<file path="config.mk">
export PLATFORM = sky130hd
export DESIGN_NAME = vend_sequencer
export DESIGN_NICKNAME = d
export VERILOG_FILES = /design/src/rtl/vend_pkg.sv /design/src/rtl/vend_coin_decode.sv /design/src/rtl/vend_sequencer.sv
export SDC_FILE = /design/constraint.sdc
export NUM_CORES = 1
export LEC_CHECK = 0
export ABC_AREA = 0
export BUFFER_PORTS_ARGS = -buffer_cell sky130_fd_sc_hd__buf_2
export CORE_UTILIZATION = 35
export DETAILED_ROUTE_END_ITERATION = 10
export PLACE_DENSITY_LB_ADDON = 0.12
export SYNTH_ARGS = -nofsm -noshare
export SYNTH_HDL_FRONTEND = slang
export SYNTH_SLANG_ARGS = --single-unit
</file>
<file path="constraint.sdc">
create_clock -name clk -period 4.5 [get_ports clk]
set_input_delay 0.9 -clock clk [delete_from_list [all_inputs] [get_ports clk]]
set_output_delay 0.9 -clock clk [all_outputs]
set_load 0.1 [all_outputs]
</file>
<file path="src/rtl/vend_pkg.sv">
// Shared constants for the vending sequencer: calculator opcodes, register map,
// coin encodings/values and FSM state codes.
package vend_pkg;

    localparam logic [2:0] OP_ADD  = 3'b000;
    localparam logic [2:0] OP_SUB  = 3'b001;
    localparam logic [2:0] OP_ADDI = 3'b010;
    localparam logic [2:0] OP_LDI  = 3'b011;

    localparam logic [3:0] R_NULL  = 4'd0;
    localparam logic [3:0] R_PAID  = 4'd4;
    localparam logic [3:0] R_PRICE = 4'd5;

    localparam logic [1:0] COIN_NICKEL  = 2'b00;
    localparam logic [1:0] COIN_DIME    = 2'b01;
    localparam logic [1:0] COIN_QUARTER = 2'b10;
    localparam logic [1:0] COIN_DOLLAR  = 2'b11;

    localparam logic [3:0] VAL_NICKEL  = 4'd1;
    localparam logic [3:0] VAL_DIME    = 4'd2;
    localparam logic [3:0] VAL_QUARTER = 4'd5;

    typedef logic [2:0] state_t;
    localparam state_t S_CLR     = 3'd0;
    localparam state_t S_IDLE    = 3'd1;
    localparam state_t S_ADD     = 3'd2;
    localparam state_t S_LDPRICE = 3'd3;
    localparam state_t S_DEDUCT  = 3'd4;
    localparam state_t S_VEND    = 3'd5;
    localparam state_t S_CHANGE  = 3'd6;

    function automatic logic credit_overflow(input logic [9:0]  paid,
                                             input logic [3:0]  value,
                                             input logic [10:0] limit);
        return ({1'b0, paid} + {7'd0, value}) > limit;
    endfunction

endpackage

</file>
<file path="src/rtl/vend_coin_decode.sv">
// Maps the 2-bit coin code to its value in 5-cent units; the dollar code is not accepted.
module vend_coin_decode
    import vend_pkg::*;
(
    input  logic [1:0] coin_type,
    output logic [3:0] value,
    output logic       valid
);

    always_comb begin
        value = '0;
        valid = 1'b1;
        case (coin_type)
            COIN_NICKEL:  value = VAL_NICKEL;
            COIN_DIME:    value = VAL_DIME;
            COIN_QUARTER: value = VAL_QUARTER;
            default:      valid = 1'b0;
        endcase
    end

endmodule

</file>
<file path="src/rtl/vend_sequencer.sv">
// Turns coin/selection/cancel events into calculator micro-ops and decides
// vend, deny, reject and change from the credit register read back as paid.
module vend_sequencer
    import vend_pkg::*;
#(
    parameter int PRICE0     = 13,
    parameter int PRICE1     = 10,
    parameter int PRICE2     = 15,
    parameter int PRICE3     = 5,
    parameter int MAX_CREDIT = 200
) (
    input  logic       clk,
    input  logic       rst_n,
    input  logic       coin_valid,
    input  logic [1:0] coin_type,
    output logic       coin_ready,
    output logic       coin_reject,
    input  logic       sel_valid,
    input  logic [1:0] sel_item,
    output logic       sel_ready,
    input  logic       cancel,
    output logic       deny,
    output logic       vend,
    output logic [1:0] vend_item,
    output logic       change_valid,
    output logic [9:0] change_units,
    input  logic       change_ack,
    input  logic [9:0] paid,
    output logic [2:0] op,
    output logic [3:0] rw,
    output logic [3:0] ra,
    output logic [3:0] rb,
    output logic [3:0] imm4
);

    state_t     st, st_n;
    logic       pend, pend_n;
    logic [1:0] pitem, pitem_n, item, item_n;
    logic [3:0] coin_val;
    logic       coin_ok;
    logic       coin_reject_n, deny_n, change_valid_n;
    logic [9:0] change_units_n;
    logic [2:0] op_n;
    logic [3:0] rw_n, ra_n, rb_n, imm4_n;

    vend_coin_decode u_dec (
        .coin_type (coin_type),
        .value     (coin_val),
        .valid     (coin_ok)
    );

    function automatic logic [3:0] price_of(input logic [1:0] i);
        case (i)
            2'd0:    return 4'(PRICE0);
            2'd1:    return 4'(PRICE1);
            2'd2:    return 4'(PRICE2);
            default: return 4'(PRICE3);
        endcase
    endfunction

    always_comb begin
        st_n           = st;
        pend_n         = pend;
        pitem_n        = pitem;
        item_n         = item;
        coin_reject_n  = 1'b0;
        deny_n         = 1'b0;
        change_valid_n = change_valid;
        change_units_n = change_units;
        case (st)
            // First CLR cycle after reset carries no write; hold until LDI r4 has been issued.
            S_CLR: if (rw == R_PAID) st_n = S_IDLE;
            S_IDLE: begin
                // A selection that handshakes alongside a coin is parked and served after it.
                if (sel_valid && sel_ready) begin
                    pend_n  = 1'b1;
                    pitem_n = sel_item;
                end
                if (coin_valid && coin_ready) begin
                    if (!coin_ok || credit_overflow(paid, coin_val, 11'(MAX_CREDIT)))
                        coin_reject_n = 1'b1;
                    else
                        st_n = S_ADD;
                end else if (pend_n) begin
                    pend_n = 1'b0;
                    item_n = pitem_n;
                    if (paid < {6'd0, price_of(pitem_n)}) deny_n = 1'b1;
                    else                                  st_n   = S_LDPRICE;
                end else if (cancel && paid != '0) begin
                    st_n           = S_CHANGE;
                    change_valid_n = 1'b1;
                    change_units_n = paid;
                end
            end
            S_ADD:     st_n = S_IDLE;
            S_LDPRICE: st_n = S_DEDUCT;
            S_DEDUCT:  st_n = S_VEND;
            S_VEND: begin
                if (paid == '0) begin
                    st_n = S_CLR;
                end else begin
                    st_n           = S_CHANGE;
                    change_valid_n = 1'b1;
                    change_units_n = paid;
                end
            end
            S_CHANGE: begin
                if (change_ack) begin
                    st_n           = S_CLR;
                    change_valid_n = 1'b0;
                end
            end
            default: st_n = S_CLR;
        endcase
    end

    always_comb begin
        op_n   = OP_LDI;
        rw_n   = R_NULL;
        ra_n   = R_NULL;
        rb_n   = R_NULL;
        imm4_n = '0;
        case (st_n)
            S_CLR: rw_n = R_PAID;
            S_ADD: begin
                op_n   = OP_ADDI;
                rw_n   = R_PAID;
                ra_n   = R_PAID;
                imm4_n = coin_val;
            end
            S_LDPRICE: begin
                rw_n   = R_PRICE;
                imm4_n = price_of(item_n);
            end
            S_DEDUCT: begin
                op_n = OP_SUB;
                rw_n = R_PAID;
                ra_n = R_PAID;
                rb_n = R_PRICE;
            end
            default: ;
        endcase
    end

    always_ff @(posedge clk) begin
        if (!rst_n) begin
            st           <= S_CLR;
            pend         <= 1'b0;
            pitem        <= '0;
            item         <= '0;
            coin_ready   <= 1'b0;
            sel_ready    <= 1'b0;
            coin_reject  <= 1'b0;
            deny         <= 1'b0;
            vend         <= 1'b0;
            vend_item    <= '0;
            change_valid <= 1'b0;
            change_units <= '0;
            op           <= OP_LDI;
            rw           <= R_NULL;
            ra           <= R_NULL;
            rb           <= R_NULL;
            imm4         <= '0;
        end else begin
            st           <= st_n;
            pend         <= pend_n;
            pitem        <= pitem_n;
            item         <= item_n;
            coin_ready   <= (st_n == S_IDLE);
            sel_ready    <= (st_n == S_IDLE) && !pend_n;
            coin_reject  <= coin_reject_n;
            deny         <= deny_n;
            vend         <= (st_n == S_VEND);
            if (st_n == S_VEND) vend_item <= item_n;
            change_valid <= change_valid_n;
            change_units <= change_units_n;
            op           <= op_n;
            rw           <= rw_n;
            ra           <= ra_n;
            rb           <= rb_n;
            imm4         <= imm4_n;
        end
    end

endmodule

</file>
==> impl_metrics.toml, run 1 <==
[run_status]
outcome = "complete, no violations"

[clock_network]
cts_tree = "yes"
htreeDepth = 2
cts_resized = 0
path_clk_slew_ns = 0.07
numCtsBuffers = 5
cts.path.max_buffers = 2
cts_root_buffer = "clkbuf_8"
cts.sinks = 36
clk_latency_ns = 0.29
cts_hold_buffers = 0
cts_setup_buffers = 0

[timing]
relSlewSlack_pct = 44.8
timing.fmax_mhz = 273
rsz0062_at_grt = "false"
tns_ns = 0
finClkSkew_ns = 0.00757
period_share_pct = 81.4
tightest_slew_ns = 0.823
holdWs_ns = 0.462
setup_viol = 0
fin_crit_ns = 3.66
hold_viol = 0
final-max-slew-violation-count = 0

[floorplanning]
initial_core_util_pct = 36.2
design.die.area_um2 = 5990
die_h_um = 77.4
die_x_um = 77.4
coreArea_um2 = 5510
rows = 27
pin_count = 57

[cells_and_area]
multiInputGateArea_um2 = 1140
fin_util_pct = 42.6
stdcell_area_um2 = 2340
area_growth_pct = 17.7
regArea_um2 = 721
nNetsFinal = 309
antenna_cells = 0
layout-drive-gt1-share_pct = 23.4
fillCellCount = 590
mostFrequentLayoutCell = "buf_2"
final_cell_mix = "buf_2 (48), dfxtp_1 (36), nand2_1 (22)"

[route]
wl_per_cell_um = 13.1
vias_per_cell = 4.96
ant_nets = 0
num_vias = 1735
drtIter0Drc = 109
drt_first_pass_iters = 4
drt-total-wl_mm = 4.58
drc_errors = 0

[global_routing]
grt_max_degree = 20
gr-usage-all-layers_pct = 16.4
grt_pass1_vias = 1561
antenna_found_initial = 0
grt_pass1_wl_mm = 7.62
gr-total-overflow = 0

[placed_design]
postPlaceCellArea_um2 = 2250
globalplace.congestion = 0.862
hpwl_mm = 3.55
port_buffers = 48

[critical_path]
rr_startpoint = "sel_ready"
crit_type = "in2reg"
worst_r2r_path_depth = 12
crit_start = "coin_type[0]"
worstPathRequired_ns = 4.67
cp_common_cell = "inv_1"
rrSetupSlack_ns = 1.70
cp_cell_sequence = "buf_2 -> inv_1 -> ha_1 -> inv_1 -> fa_1 -> nand2b_2 -> a21oi_1 -> a211oi_1 -> or4_4 -> o21ai_1 -> nand2_1 -> mux2i_1"
endpoint_kind = "register"
crit_path_end = "vend_item[1]"
cp.arrival_ns = 3.83
path_max_fanout = 13
slowest_stage = "o21ai_1"
critPathLaunchType = "primary input"
regToRegEndpoint = "op[1]"
max_stage_delay_ns = 0.68

[power]
cellLeakagePower_nw = 1.11
power_density_nw_per_um2 = 621
ir_drop_uv = 245
p_total_mw = 1.45

[synth]
synth_top_area_share_pct = 36.2
yosys_warnings = 0
ys_types = 47
syn_area_um2 = 1990
synth_seq_cells = 36
ys_seq_area_share_pct = 36.2
yosysTopAreaCell = "dfxtp_1"
syn_area_per_cell_um2 = 8.62
yosys-top-cells-area = "dfxtp_1 (36%), mux2i_1 (7.5%), ha_1 (6.3%), buf_4 (4.5%), nand2_1 (4.1%)"
syn_inst = 231

[job]
max-cap-violations = 0

[hold_path]
hp-class = "reg2reg"
holdPathStages = 2
min_from = "vend_item[0]"
[synth_stat cells (all sizes together)]
master	n
and2	5
or2	1
ha	10
and3	2
nor2b	8
nor4	4
a311oi	1
nand2	22
o211a	2
mux2	1
o21ai	4
buf	14
xnor2	1
nand2b	6
and4b	1
or4	1
o211ai	1
nand4b	2
nor3b	1
a2111oi	1
o21bai	1
nor2	21
a211o	3
clkinv	1
dfxtp	36
a221oi	1
mux2i	15
fa	1
clkbuf	2
nand4	2
a21o	2
conb	1
a21oi	16
or3	2
nor3	6
a41oi	1
inv	13
nand3	7
a211oi	8
o31a	1
a31oi	3
[worst max-delay path, delay by kind of cell]
| family | cells | cell delay [ns] |
|---|---|---|
| multiplexers | 1 | 0.17 |
| AO/OA/AOI/OAI | 3 | 0.88 |
| AND/OR/NAND/NOR | 3 | 1.02 |
| adder cells (fa/ha/maj) | 2 | 0.62 |
| buffers and inverters | 3 | 0.27 |
[where the power goes]
part           internal, mW  leakage [nW]  switching [mW]
clock                 0.136        0.0503           0.113
sequential            0.381         0.292          0.0376
combinational         0.187         0.770           0.600
total                 0.704          1.11           0.750
[routing by layer]
metal  up-vias  share of wire (%)  track usage [%]  wire (um)
li1        887                  -                -          -
met1       802                 51             23.4       2310
met2        40                 45             24.8       2050
met3         6                3.3             3.18        153
met4         0                1.2             4.53         57
met5         -                  0                0          0
[how the worst min path moves through the flow]
stage | endpoint | slack (ns)
6_report | vend_item[0] | 0.46
5_1_grt | vend_item[1] | 0.50
4_1_cts | vend_item[0] | 0.47
3_5_place_dp | vend_item[0] | 0.46
3_3_place_gp | vend_item[0] | 0.45
2_1_floorplan | pend | 0.47
[cell families (layout without fill, tap and decap cells)]
logic type | after synthesis | after routing | share of synthesized area [%]
xor+xnor | 1 | 1 | 0.440
simple gates | 91 | 91 | 23.8
compound gates | 45 | 45 | 15.8
other cells | 1 | 8 | 0.188
fa+ha+maj | 11 | 11 | 7.29
mux | 16 | 16 | 8.30
flops | 36 | 36 | 36.2
buf+inv | 30 | 70 | 8.05
[per-stage QoR]
| stage | setup slack [ns] | cells |
|---|---|---|
| floorplan | 1.17 | 238 |
| global placement | 0.583 | 343 |
| detailed placement | 0.539 | 343 |
| CTS | 0.844 | 350 |
| global route | 0.543 | 350 |
| finish | 0.838 | 350 |
[registers in the layout (all words and copies together) (netlist names)]
register      cells
change_units     10
imm4              4
st                3
item              2
op                2
pitem             2
rw                2
vend_item         2
change_valid      1
coin_ready        1
coin_reject       1
deny              1
pend              1
ra                1
rb                1
sel_ready         1
vend              1
[cell type report]
| cell class | count | area share, % |
|---|---|---|
| Multi-Input combinational cell | 172 | 48.5 |
| Sequential cell | 36 | 30.8 |
| Timing Repair Buffer | 49 | 10.6 |
| Clock buffer | 7 | 4.11 |
| Tap cell | 72 | 3.84 |
| Inverter | 14 | 2.24 |
(Power assumes the default switching activity.)
==> run 2, diff against run 1 <==
- clock period: 4.5 -> 3.5 ns (I/O delays scaled with it)
==> run 2 against run 1 <==
Compared with the run above: die area unchanged; setup slack lost 0.52 ns; critical path depth unchanged; highest routed layer unchanged; largest power group unchanged; design area grew 1.1%; total power up 29%; first-iteration DRC count is 10% higher.
==> impl_metrics.toml, run 2 (same netlist as run 1, synthesis figures left out) <==
[clock_network]
path_clk_slew_ns = 0.07
cts_hold_buffers = 0
cts_setup_buffers = 0
clk_latency_ns = 0.29
cts_root_buffer = "clkbuf_8"
htreeDepth = 2
cts_tree = "yes"
cts_resized = 0
numCtsBuffers = 5
cts.path.max_buffers = 2
cts.sinks = 36

[power]
switchingPower_mw = 0.969
internal_power_mw = 0.900
ir_drop_uv = 363
p_seq_share_pct = 28.7
sw_frac_of_total_pct = 51.8
combPwrFrac_pct = 55.8
p_total_mw = 1.87
power_density_nw_per_um2 = 789
clkPwrFrac_pct = 15.5
cellLeakagePower_nw = 1.13

[cells_and_area]
layout-drive-gt1-share_pct = 24.3
area_growth_pct = 19.0
final_cell_mix = "buf_2 (48), dfxtp_1 (36), nand2_1 (22)"
nNetsFinal = 314
reg_top3 = "change_units (10), imm4 (4), st (3)"
stdcell_area_um2 = 2370
largest_reg_flops = 10
antenna_cells = 0
final_cell_count_no_fill = 356
mostFrequentLayoutCell = "buf_2"
regMostFlops = "change_units"

[hold_path]
hp-class = "reg2reg"

[floorplanning]
die_h_um = 77.4
initial_core_util_pct = 36.2
die_x_um = 77.4
coreArea_um2 = 5510
rows = 27
pin_count = 57
design.die.area_um2 = 5990

[timing]
rsz0062_at_grt = "false"
setup_viol = 0
timing.fmax_mhz = 314
finClkSkew_ns = 0.00739
fin_crit_ns = 3.18
tightest_slew_ns = 0.603
final-max-slew-violation-count = 0
hold_viol = 0
holdWs_ns = 0.464
relSlewSlack_pct = 59.6
period_share_pct = 90.9
tns_ns = 0

[placed_design]
port_buffers = 48
globalplace.congestion = 0.858
postPlaceCellArea_um2 = 2280
hpwl_mm = 3.66
dp.cells = 348

[route]
wl_per_cell_um = 13.0
drtIter0Drc = 120
num_vias = 1751
drc_errors = 0
vias_per_cell = 4.92
ant_nets = 0
drt_first_pass_iters = 5
drt-total-wl_mm = 4.63

[critical_path]
cp_cell_sequence = "buf_2 -> inv_1 -> ha_1 -> inv_1 -> fa_1 -> nand2b_2 -> a211o_1 -> or3_1 -> a31oi_1 -> o21ai_1 -> buf_4 -> or3_1"
slowest_stage = "fa_1"
cp.arrival_ns = 3.36
critPathLaunchType = "primary input"
path_max_fanout = 7
endpoint_kind = "register"
crit_type = "in2reg"
worstPathRequired_ns = 3.67
max_stage_delay_ns = 0.37

[global_routing]
antenna_found_initial = 0
grt_pass1_vias = 1615
grt_pass1_wl_mm = 7.75
gr-usage-all-layers_pct = 16.6
grt_max_degree = 20
gr-total-overflow = 0

[job]
max-cap-violations = 0

[run_status]
outcome = "complete, no violations"
[run 2: critical path: cells and delay by family]
| kind | cells | cell delay, ns |
|---|---|---|
| adders and majority gates | 2 | 0.55 |
| buffers and inverters | 4 | 0.46 |
| AOI/OAI and AO/OA | 3 | 0.70 |
| and+or+nand+nor | 3 | 0.93 |
[run 2: layout make-up]
| class | instances | area [um^2] |
|---|---|---|
| fillers | 592 | 3140 |
| clock buffers | 7 | 76.3 |
| repair buffers | 54 | 285 |
| inverters | 14 | 52.6 |
| multi-input cells | 172 | 1140 |
| clock inverters | 1 | 8.76 |
| well taps | 72 | 90.1 |
| flip-flops and latches | 36 | 721 |
[run 2: power groups by stage]
stage | combinational [mW] | sequential [mW] | clock (mW)
floorplan | 0.485 | 0.926 | 0
global placement | 1.04 | 0.548 | 0
detailed placement | 1.04 | 0.548 | 0
CTS | 1.05 | 0.539 | 0.308
global route | 1.13 | 0.550 | 0.325
finish | 1.04 | 0.537 | 0.289
[run 2: final timing paths]
check	from	to	slack [ns]	depth (start not counted)
max	coin_type[0]	op[1]	0.32	12
min	vend_item[1]	vend_item[1]	0.46	2
max reg2reg	sel_ready	op[1]	0.76	12
min reg2reg	vend_item[1]	vend_item[1]	0.46	2
[run 2: per-stage QoR]
step	setup WS [ns]	util [%]
final	0.317	43.0
after global routing	0.116	43.0
after CTS	0.342	43.0
after detailed placement	0.0237	41.5
after global placement	0.0633	41.5
after floorplan	0.335	-
[run 2: metal layers]
layer,GRT usage (%),up-vias,share of wire (%)
met4,6.23,0,1.1
met3,2.94,4,2.8
met5,0,-,0
met1,22.3,813,50
met2,26.5,36,46
li1,-,898,-
==> run 3, diff against run 2 <==
- ABC_AREA: 0 -> 1
==> run 3 against run 2 <==
Compared with the run above: sequential share of layout area fell by 0.41 points; design area up 1.4%; final cell count rose by 16%.
==> impl_metrics.toml, run 3 <==
[run_status]
outcome = "complete, no violations"

[critical_path]
crit_type = "in2reg"
cp_common_cell = "nand2_1"
slowest_stage = "ha_1"
max_stage_delay_ns = 0.29
path_max_fanout = 8
critPathLaunchType = "primary input"
cp_cell_sequence = "buf_2 -> nand2_1 -> inv_1 -> or2_2 -> o21ai_0 -> inv_1 -> ha_1 -> ha_1 -> a21oi_1 -> nand2_1 -> nor2_1 -> nand3_1 -> nand3_1 -> nand2_1 -> inv_1 -> nand2_1 -> nand2_2 -> nand2_2 -> nor2_1 -> nand2_1 -> nor2_1"
worstPathRequired_ns = 3.73
worst_r2r_path_depth = 20
endpoint_kind = "register"
cp.arrival_ns = 3.11

[clock_network]
cts_hold_buffers = 0
cts.sinks = 36
cts_tree = "yes"
numCtsBuffers = 5
cts.path.max_buffers = 2
path_clk_slew_ns = 0.07
cts_root_buffer = "clkbuf_8"
cts_resized = 0
cts_setup_buffers = 0
clk_latency_ns = 0.29
htreeDepth = 2

[route]
drt-total-wl_mm = 4.67
ant_nets = 0
wl_per_cell_um = 11.3
vias_per_cell = 4.50
drt_first_pass_iters = 5
drc_errors = 0
drtIter0Drc = 75
num_vias = 1861

[placed_design]
postPlaceCellArea_um2 = 2290
port_buffers = 48
globalplace.congestion = 0.822
hpwl_mm = 3.79

[global_routing]
antenna_found_initial = 0
grt_pass1_vias = 1665
gr-total-overflow = 0
gr-usage-all-layers_pct = 16.6
grt_max_degree = 22
grt_pass1_wl_mm = 7.81

[synth]
synth-edff-count = 0
syn_area_um2 = 2030
ys_types = 32
syn_area_per_cell_um2 = 6.98
yosysTopAreaCell = "dfxtp_1"
yosys_most_used_dff = "dfxtp_1"
syn_inst = 291
ys_seq_area_share_pct = 35.5
yosys_warnings = 0
synth_commonest_cells = "nand2_1 (52), inv_1 (46), nor2_1 (39)"
synth_seq_cells = 36
synth.most_common_cell = "nand2_1"
yosys-top-cells-area = "dfxtp_1 (35%), nand2_1 (9.6%), inv_1 (8.5%), nor2_1 (7.2%), ha_1 (6.2%)"
async_flop_share_pct = 0
synth_top_area_share_pct = 35.5

[cells_and_area]
mostFrequentLayoutCell = "nand2_1"
final_cell_mix = "nand2_1 (52), buf_2 (48), inv_1 (46)"
antenna_cells = 0
area_growth_pct = 18.3
nNetsFinal = 372
reg_top3 = "change_units (10), imm4 (4), st (3)"
largest_reg_flops = 10
layout-drive-gt1-share_pct = 24.0
regMostFlops = "change_units"
fillCellCount = 610
stdcell_area_um2 = 2400

[floorplanning]
coreArea_um2 = 5540
rows = 27
pin_count = 57
die_h_um = 78.2
die_x_um = 78.2
initial_core_util_pct = 36.7
design.die.area_um2 = 6110

[power]
cellLeakagePower_nw = 1.30
combPwrFrac_pct = 57.6
internal_power_mw = 0.965
p_seq_share_pct = 26.1
power_density_nw_per_um2 = 917
p_total_mw = 2.20
sw_frac_of_total_pct = 56.2
ir_drop_uv = 462
clkPwrFrac_pct = 16.4
switchingPower_mw = 1.24

[timing]
fin_crit_ns = 2.88
hold_viol = 0
finClkSkew_ns = 0.00412
period_share_pct = 82.4
timing.fmax_mhz = 347
rsz0062_at_grt = "false"
tns_ns = 0
setup_viol = 0
final-max-slew-violation-count = 0

[job]
max-cap-violations = 0

[hold_path]
hp-class = "reg2reg"
holdPathStages = 2
[run 3: power groups by stage]
stage	sequential, mW	clock [mW]	combinational [mW]
after floorplan	1.18	0	0.480
after global placement	0.585	0	1.27
after detailed placement	0.586	0	1.27
after CTS	0.578	0.376	1.27
after global routing	0.587	0.397	1.36
final	0.575	0.360	1.27
[run 3: worst max-delay path: cells and delay by family]
kind	cells	cell delay [ns]
AO/OA/AOI/OAI	2	0.27
AND/OR/NAND/NOR	13	1.32
buffers and inverters	4	0.33
adder cells (fa/ha/maj)	2	0.49
[run 3: routing by layer]
| layer | vias to the layer above | part of all wire, % | wire [um] | track usage [%] |
|---|---|---|---|---|
| li1 | 1004 | - | - | - |
| met1 | 814 | 49 | 2280 | 21.3 |
| met2 | 38 | 46 | 2130 | 27.2 |
| met3 | 5 | 4.0 | 187 | 4.07 |
| met4 | 0 | 1.5 | 68 | 5.56 |
| met5 | - | 0 | 0 | 0 |
[run 3: area by class of cell]
| cell class | count | area, um^2 | share of cell area, % |
|---|---|---|---|
| timing repair buffer | 49 | 248 | 10.3 |
| sequential | 36 | 721 | 30.0 |
| clock buffer | 6 | 72.6 | 3.02 |
| clock inverter | 2 | 35.0 | 1.46 |
| inverter | 50 | 188 | 7.81 |
| multi-input combinational | 199 | 1050 | 43.6 |
| tap | 72 | 90.1 | 3.75 |
[run 3: kinds of logic after synthesis]
family	count (synthesis)	share of synthesized area [%]
and+or+nand+nor	137	30.1
buffers and inverters	63	14.2
AOI/OAI and AO/OA	43	12.9
DFF	36	35.5
adders and majority gates	11	7.15
other	1	0.185
[run 3: worst paths after layout]
path,start,end,slack (ns)
worst max-delay path,sel_valid,sel_ready,0.62
worst min-delay path,change_valid,change_valid,0.48
worst max register to register,sel_ready,sel_ready,0.80
worst min register to register,change_valid,change_valid,0.48
[run 3: per-stage QoR]
stage	setup WS (ns)	util (%)	instances	hold slack, ns
floorplan	0.457	-	298	0.497
global placement	0.403	41.4	406	0.477
detailed placement	0.318	41.4	406	0.479
CTS	0.618	43.4	414	0.493
global route	0.364	43.4	414	0.511
finish	0.615	43.4	414	0.484
